--- config.mk ---
export PLATFORM = sky130hd
export DESIGN_NAME = matrix_capture
export DESIGN_NICKNAME = d
export VERILOG_FILES = /design/src/rtl/matrix_capture.sv
export SDC_FILE = /design/constraint.sdc
export NUM_CORES = 1
export LEC_CHECK = 0
export CAP_MARGIN = 10
export CORE_MARGIN = 2
export CORE_UTILIZATION = 55
export CTS_CLUSTER_SIZE = 24
export DETAILED_ROUTE_END_ITERATION = 10
export GPL_TIMING_DRIVEN = 0
export PLACE_DENSITY_LB_ADDON = 0.05
export SLEW_MARGIN = 20
export SYNTH_ARGS = -nofsm -noshare
export SYNTH_HDL_FRONTEND = slang
export SYNTH_SLANG_ARGS = --single-unit
--- constraint.sdc ---
create_clock -name clk -period 9.6 [get_ports clk]
set_clock_uncertainty 0.2 [all_clocks]
set_input_delay 0.96 -clock clk [delete_from_list [all_inputs] [get_ports clk]]
set_output_delay 0.96 -clock clk [all_outputs]
set_load 0.05 [all_outputs]
--- src/rtl/matrix_capture.sv ---
// Captures an LED-matrix scan (row/column shift registers plus latch) into a 16x16 frame buffer.
// Optional macro MATRIX_CAPTURE_ERRCNT_EN enables the rejected-latch counter on err_count.
module matrix_capture #(
  parameter int unsigned SYNC_STAGES = 2
) (
  input  logic        clk,
  input  logic        reset,
  input  logic        rclk,
  input  logic        rsdi,
  input  logic        cclk,
  input  logic        csdi,
  input  logic        le,
  input  logic        oeb,
  input  logic [3:0]  rd_row,
  output logic [15:0] rd_data,
  output logic        frame_done,
  output logic [7:0]  le_count,
  output logic [7:0]  err_count,
  output logic        lit
);

  localparam int unsigned NPIN = 6;
  localparam int unsigned P_RCLK = 0, P_RSDI = 1, P_CCLK = 2, P_CSDI = 3, P_LE = 4, P_OEB = 5;

  logic [NPIN-1:0]        pins;
  logic [SYNC_STAGES-1:0] sy [NPIN];
  logic [NPIN-1:0]        s;
  logic [2:0]             prv;
  logic                   rclk_rise, cclk_rise, le_rise;

  logic [15:0] row_sr, col_sr, row_lat, col_lat;
  logic [15:0] fb [16];
  logic        wr_pend;
  logic        lat_ok;
  logic [3:0]  lat_idx;

  assign pins = {oeb, le, csdi, cclk, rsdi, rclk};

  always_ff @(posedge clk) begin
    if (!reset) begin
      for (int i = 0; i < NPIN; i++) sy[i] <= '0;
      prv <= '0;
    end else begin
      for (int i = 0; i < NPIN; i++) sy[i] <= {sy[i][SYNC_STAGES-2:0], pins[i]};
      prv <= {s[P_LE], s[P_CCLK], s[P_RCLK]};
    end
  end

  always_comb begin
    s = '0;
    for (int i = 0; i < NPIN; i++) s[i] = sy[i][SYNC_STAGES-1];
  end

  assign rclk_rise = s[P_RCLK] & ~prv[0];
  assign cclk_rise = s[P_CCLK] & ~prv[1];
  assign le_rise   = s[P_LE]   & ~prv[2];

  // Row must be exactly one-hot to address a frame-buffer row.
  always_comb begin
    lat_ok  = (row_lat != 16'h0000) && ((row_lat & (row_lat - 16'd1)) == 16'h0000);
    lat_idx = '0;
    for (int i = 0; i < 16; i++)
      if (row_lat[i]) lat_idx = i[3:0];
  end

  always_ff @(posedge clk) begin
    if (!reset) begin
      row_sr     <= '0;
      col_sr     <= '0;
      row_lat    <= '0;
      col_lat    <= '0;
      le_count   <= '0;
      wr_pend    <= 1'b0;
      frame_done <= 1'b0;
      rd_data    <= '0;
      for (int i = 0; i < 16; i++) fb[i] <= '0;
    end else begin
      // Latch takes the pre-shift value when a shift edge lands in the same cycle.
      if (rclk_rise) row_sr <= {row_sr[14:0], s[P_RSDI]};
      if (cclk_rise) col_sr <= {col_sr[14:0], s[P_CSDI]};
      if (le_rise) begin
        row_lat  <= row_sr;
        col_lat  <= col_sr;
        le_count <= le_count + 8'd1;
      end
      wr_pend    <= le_rise;
      frame_done <= 1'b0;
      if (wr_pend && lat_ok) begin
        fb[lat_idx] <= ~col_lat;
        frame_done  <= (lat_idx == 4'd15);
      end
      rd_data <= fb[rd_row];
    end
  end

`ifdef MATRIX_CAPTURE_ERRCNT_EN
  logic [7:0] err_q;
  always_ff @(posedge clk) begin
    if (!reset)
      err_q <= '0;
    else if (wr_pend && !lat_ok && err_q != 8'hFF)
      err_q <= err_q + 8'd1;
  end
  assign err_count = err_q;
`else
  assign err_count = '0;
`endif

  assign lit = ~s[P_OEB] & lat_ok;

endmodule
# Word level (Yosys, flattened, before mapping)
# Memories as Yosys holds them, arrays and structs flattened. A register that Yosys moved wholly into a read port is not among the register bits.
# Cells that the tools add are included.
[totals]
regBits = 77
latchBits = 0
ramBits = 268
rom_bits = 0
out_inout_bits = 34
wordCells = 65
memories = 2
[mem_list]
columns = ["name", "depth", "width", "rd", "rd_clocked_by_memory_dff", "write_ports", "line", "text"]
rows = [
  ["fb", 16, 16, 1, 1, 16, "32", "logic [15:0] fb [16];"],
  ["sy", 6, 2, 6, 0, 6, "26", "logic [SYNC_STAGES-1:0] sy [NPIN];"],
]
[classes]
addsub = 2
n_mul = 0
div = 0
order_cmp = 0
n_eq_ne = 1
shift = 0
mux = 29
n_bitwise = 16
reduce_logical = 7
[op_table]
columns = ["cell", "n"]
rows = [
  ["2-to-1 mux 4 bit", 15],
  ["AND 16 bit", 1],
  ["logical NOT 16 bit", 1],
  ["2-to-1 mux 16 bit", 1],
  ["NOT 16 bit", 1],
  ["nonzero test 16 bit", 1],
  ["OR reduction 16 bit", 1],
  ["subtractor 16 x 1 -> 16 bit (second input constant)", 1],
  ["2-to-1 mux 2 bit", 6],
  ["adder 8 x 1 -> 8 bit (second input constant)", 1],
  ["2-to-1 mux 1 bit", 7],
  ["bitwise OR 1 bit", 6],
  ["AND 1 bit", 4],
  ["== test 4 bit (second input constant)", 1],
  ["NOT 1 bit", 4],
  ["logical AND 1 bit", 2],
  ["AND reduction 2 bit", 1],
  ["logical NOT 1 bit", 1],
]

# Logic depth before layout (Yosys ltp)
# Gate-level depths: netlist of the first run.
[depth]
word_depth = 16
ltp_mapped = 9
ltp_nobuf = 5

# Least setup slack after synthesis of the first run
# No wires, ideal clock.
[synth_path]
kind = "register to output"
startpoint = "reg row_lat[4]"
endpoint = "out lit"
t_arrival_ps = 4178
required_ps = 8440
setup_slack_ps = 4262
path_stages_with_launch = 8
path_cell_list = "dfxtp_1 -> buf_6 -> or4_1 -> buf_2 -> nor4_2 -> o22a_2 -> nand3_2 -> a2111oi_0"
[synth_via]
elab_chain_cells = 5
word_cells_on_any_way = 6
[synth_lines]
columns = ["item", "line", "text"]
rows = [
  ["start, declared", "31", "logic [15:0] row_sr, col_sr, row_lat, col_lat;"],
  ["start signal, assigned", "82", "row_lat <= row_sr;"],
  ["subtractor 16 x 1 -> 16 bit", "60", "lat_ok = (row_lat != 16'h0000) && ((row_lat & (row_lat - 16'd1)) == 16'h0000);"],
  ["AND 16 bit", "60", ""],
  ["logical NOT 16 bit", "60", ""],
  ["logical AND 1 bit (*)", "60", ""],
  ["AND 1 bit (*)", "109", "assign lit = ~s[P_OEB] & lat_ok;"],
  ["end, declared", "19", "output logic lit"],
]
# Every way passes the cells marked *; elsewhere a longest branch is shown, timed or not.

# Worst setup path after layout of the first run
[layout_path]
startpoint = "reg row_lat[6]"
endpoint = "out lit"
# The elaborated chain is that of the path after synthesis.

==> impl_metrics.json, run 1 <==
{
  "syn_inst": 1232,
  "holdPathEnd": "sy[2][1]$_SDFF_PN0_",
  "grt_max_degree": 14,
  "synthXorXnorAreaFrac_pct": 0.2753,
  "die_w_um": 174.1,
  "slew_headroom_pct": 33.01,
  "synth_top_family_by_area": "simple AND/OR/NAND/NOR gates",
  "fin_crit_ns": 5.446,
  "hold_viol": 0,
  "wl_per_cell_um": 25.63,
  "powerDensity_nw_per_um2": 180.4,
  "yosysSeqAreaShare_pct": 61.53,
  "synth_top_area_share_pct": 48.32,
  "initialDrtViolationCount": 1287,
  "status": "finished clean",
  "layout-drive-gt1-share_pct": 16.41,
  "nets": 1354,
  "post-cts-setup-buffers": 0,
  "via_per_inst": 6.340,
  "vias": 11160,
  "ys_top_cells_by_area": "edfxtp_1, dfxtp_1, mux4_2",
  "synth.distinct_cells": 51,
  "power_switching_mw": 0.7352,
  "switching_share_pct": 22.30,
  "synth_compound_area_share_pct": 5.033,
  "initial_utilization_pct": 55.58,
  "worstPathMaxFanout": 10,
  "antenna_found_initial": 5,
  "grt_pass1_vias": 11050,
  "syn-cell-area_um2": 15910,
  "synth_adder_area_share_pct": 0.1416,
  "synthSimpleGateAreaFrac_pct": 17.82,
  "finalWirelength_um": 45110,
  "placed_cells": 1685,
  "maxSlewViolCount": 0,
  "cts.clk_slew.worst_paths_ns": 0.05,
  "clock.fmax_ghz": 0.1836,
  "drcViolationCount": 0,
  "clk_latency_ns": 0.53,
  "cts_tree": "built",
  "gp_congestion": 0.8719,
  "clkSinkCount": 361,
  "grt_pass1_wl_um": 67980,
  "tns_ns": 0,
  "cts_resized": 0,
  "postCtsHoldBufs": 0,
  "synth.area.mux_share_pct": 11.42,
  "fin_ws_ns": 4.154,
  "hpwlAfterDp_um": 31630,
  "p_seq_share_pct": 52.2,
  "finalCritPeriodShare_pct": 56.73,
  "worstMarginPinSlew_ns": 1.005,
  "cts_buffers": 38,
  "syn_to_final_growth_pct": 14.86,
  "core_area_um2": 28630,
  "htree_num_levels": 2,
  "maxCapViolations": 0,
  "regToRegSetupSlack_ns": 5.48,
  "worstSetupStartpointType": "flop",
  "synth_area_per_cell_um2": 12.91,
  "combPwrFrac_pct": 6.5,
  "synth_top_cell_by_area": "edfxtp_1",
  "yosysWarnings": 0,
  "r2r_end": "fb[0][9]$_SDFFCE_PN0P_",
  "r2r-start": "row_lat[13]$_SDFFE_PN0P_",
  "drtAntennaViolNets": 0,
  "clock_power_share_pct": 41.3,
  "rsz0062_at_grt": "false",
  "ir_worst_vdd_v": 0.0001272,
  "internal_power_mw": 2.562,
  "synth_seq_cells": 361,
  "grt_use_total_pct": 30.24,
  "dieArea_um2": 30300,
  "hp-start": "sy[2][0]$_SDFF_PN0_",
  "io_pins": 46,
  "critPathArrivalTime_ns": 4.29,
  "std_cell_rows": 62,
  "fill_cells": 2246,
  "critPathKind": "reg -> out",
  "place_ws_ns": 4.801,
  "r2r.worst_path.cells": 8,
  "setup_viol": 0,
  "min_path_type": "reg -> reg",
  "hold_depth": 1,
  "cp-end-kind": "output pin",
  "root_buffer": "clkbuf_16",
  "leakage_nw": 5.759,
  "io_buffers": 33,
  "stdcell_count": 1760,
  "cp.required_ns": 8.44,
  "gr-total-overflow": 0,
  "clockBufferDepth": 3,
  "firstDrtPassIters": 5,
  "die_y_um": 174.1
}
==> how the worst max path moves through the flow <==
stage,endpoint,cells past startpoint,start,slack [ns]
6_report,lit,8,row_lat[6]$_SDFFE_PN0P_,4.15
5_1_grt,lit,8,row_lat[6]$_SDFFE_PN0P_,3.98
4_1_cts,lit,8,row_lat[6]$_SDFFE_PN0P_,4.21
3_5_place_dp,lit,8,row_lat[6]$_SDFFE_PN0P_,4.80
3_3_place_gp,fb[0][8]$_SDFFCE_PN0P_,5,reset,2.98
2_1_floorplan,lit,7,row_lat[4]$_SDFFE_PN0P_,4.26
==> cell type report <==
type | instances | area [um2] | share of cell area (%)
Sequential cell | 361 | 9789 | 53.57
Multi-Input combinational cell | 742 | 5710 | 31.25
Clock buffer | 57 | 1022 | 5.594
Buffer | 134 | 589.3 | 3.225
Timing Repair Buffer | 62 | 555.5 | 3.040
Tap cell | 384 | 480.5 | 2.629
Clock inverter | 13 | 105.1 | 0.5752
Antenna cell | 5 | 12.51 | 0.06847
Inverter | 2 | 7.507 | 0.04108
==> Yosys cell counts, drive strengths merged <==
| library cell | n |
|---|---|
| a2111oi | 4 |
| a211o | 1 |
| a211oi | 2 |
| a21boi | 67 |
| a21oi | 3 |
| a311o | 1 |
| a31oi | 2 |
| a41oi | 1 |
| and2 | 36 |
| and3 | 3 |
| and4 | 1 |
| buf | 49 |
| clkbuf | 85 |
| conb | 1 |
| dfxtp | 105 |
| edfxtp | 256 |
| ha | 1 |
| inv | 2 |
| maj3 | 1 |
| mux2 | 1 |
| mux4 | 80 |
| nand2 | 142 |
| nand2b | 4 |
| nand3 | 5 |
| nand4 | 5 |
| nand4b | 2 |
| nor2 | 13 |
| nor2b | 6 |
| nor3 | 180 |
| nor3b | 1 |
| nor4 | 85 |
| nor4b | 3 |
| o21ai | 5 |
| o22a | 1 |
| o311ai | 1 |
| o31ai | 8 |
| o41ai | 8 |
| or2 | 18 |
| or3 | 35 |
| or4 | 3 |
| xnor2 | 5 |
==> metrics by stage <==
step	total power [mW]	util [%]	instance area, um2	hold WS (ns)
2_1_floorplan	1.885	-	15940	0.2059
3_3_place_gp	1.956	58.50	16750	0.2138
3_5_place_dp	1.968	59.85	17130	0.2211
4_1_cts	3.305	63.79	18260	0.2401
5_1_grt	3.380	63.79	18260	0.2471
6_report	3.297	63.83	18270	0.2379
==> cells by family after synthesis <==
kind of cell,count (synthesis)
adders and majority gates,2
muxes,81
buffers and inverters,136
AOI/OAI and AO/OA,104
xor gates and xnor gates,5
DFF,361
other,1
and+or+nand+nor,542
==> power by group through the flow <==
stage / Sequential (mW) / Clock, mW / Combinational [mW]
floorplan: 1.77 / 0 / 0.113
global placement: 1.76 / 0 / 0.201
detailed placement: 1.75 / 0 / 0.214
CTS: 1.72 / 1.37 / 0.214
global route: 1.72 / 1.43 / 0.223
finish: 1.72 / 1.36 / 0.213
==> layout by cell type, fill, tap and decap left out, types with 3 or more instances in the layout <==
master,count
buf_6,11
clkbuf_16,38
clkinv_1,5
a21oi_1,3
diode_2,5
mux4_2,80
nor2_1,13
nor2b_1,6
o31ai_4,7
buf_4,13
xnor2_1,5
nand2_1,142
or3_1,35
clkinv_2,3
nand3_1,4
buf_2,30
nand2b_1,4
or2_2,18
clkdlybuf4s50_1,33
nand4_1,5
buf_8,3
a21boi_0,67
dfxtp_1,105
or4_1,3
and2_1,36
o41ai_2,7
and3_1,3
o21ai_0,3
nor3_1,179
conb_1,8
clkbuf_1,104
edfxtp_1,256
nor4_1,83
buf_1,21
a2111oi_0,4
==> worst max-delay path: stages (launching register included) <==
cell and delay (ns):
dfxtp_1 0.30, clkbuf_1 0.20, or4_1 0.52, buf_2 0.24, nor4_2 0.28, o22a_2 0.28, nand3_2 0.26, a2111oi_0 0.74
clkdlybuf4s50_1 0.94
==> per-layer routing <==
metal	up-vias	part of all wire, %	track usage (%)
li1	4938	-	-
met1	5526	37	38.55
met2	588	48	49.22
met3	100	9.9	7.655
met4	6	4.7	13.66
met5	-	0.15	0
==> registers in the layout, indices dropped and copies added (netlist names) <==
| register | count |
|---|---|
| prv | 3 |
| rd_data | 16 |
| row_sr | 16 |
| le_count | 8 |
| sy | 12 |
| row_lat | 16 |
| fb | 256 |
| frame_done | 1 |
| col_lat | 16 |
| col_sr | 16 |
| wr_pend | 1 |
Note: power is estimated with default switching activity, not from simulation.
==> run 2: changes to the inputs <==
==> constraint.sdc (replaced) <==
create_clock -name clk -period 5.7 [get_ports clk]
set_clock_uncertainty 0.2 [all_clocks]
set_input_delay 0.57 -clock clk [delete_from_list [all_inputs] [get_ports clk]]
set_output_delay 0.57 -clock clk [all_outputs]
set_load 0.05 [all_outputs]
==> results of run 2 <==
Same layout as run 1 (identical final DEF). Status: finished clean.
Main changes from that run: setup slack after placement 4.801 ns -> 1.291 ns; setup slack after layout 4.154 ns -> 0.6435 ns; register-to-register setup slack 5.48 ns -> 1.58 ns; total power 3.297 mW -> 5.553 mW; worst IR drop on VDD 0.0001272 V -> 0.0002142 V
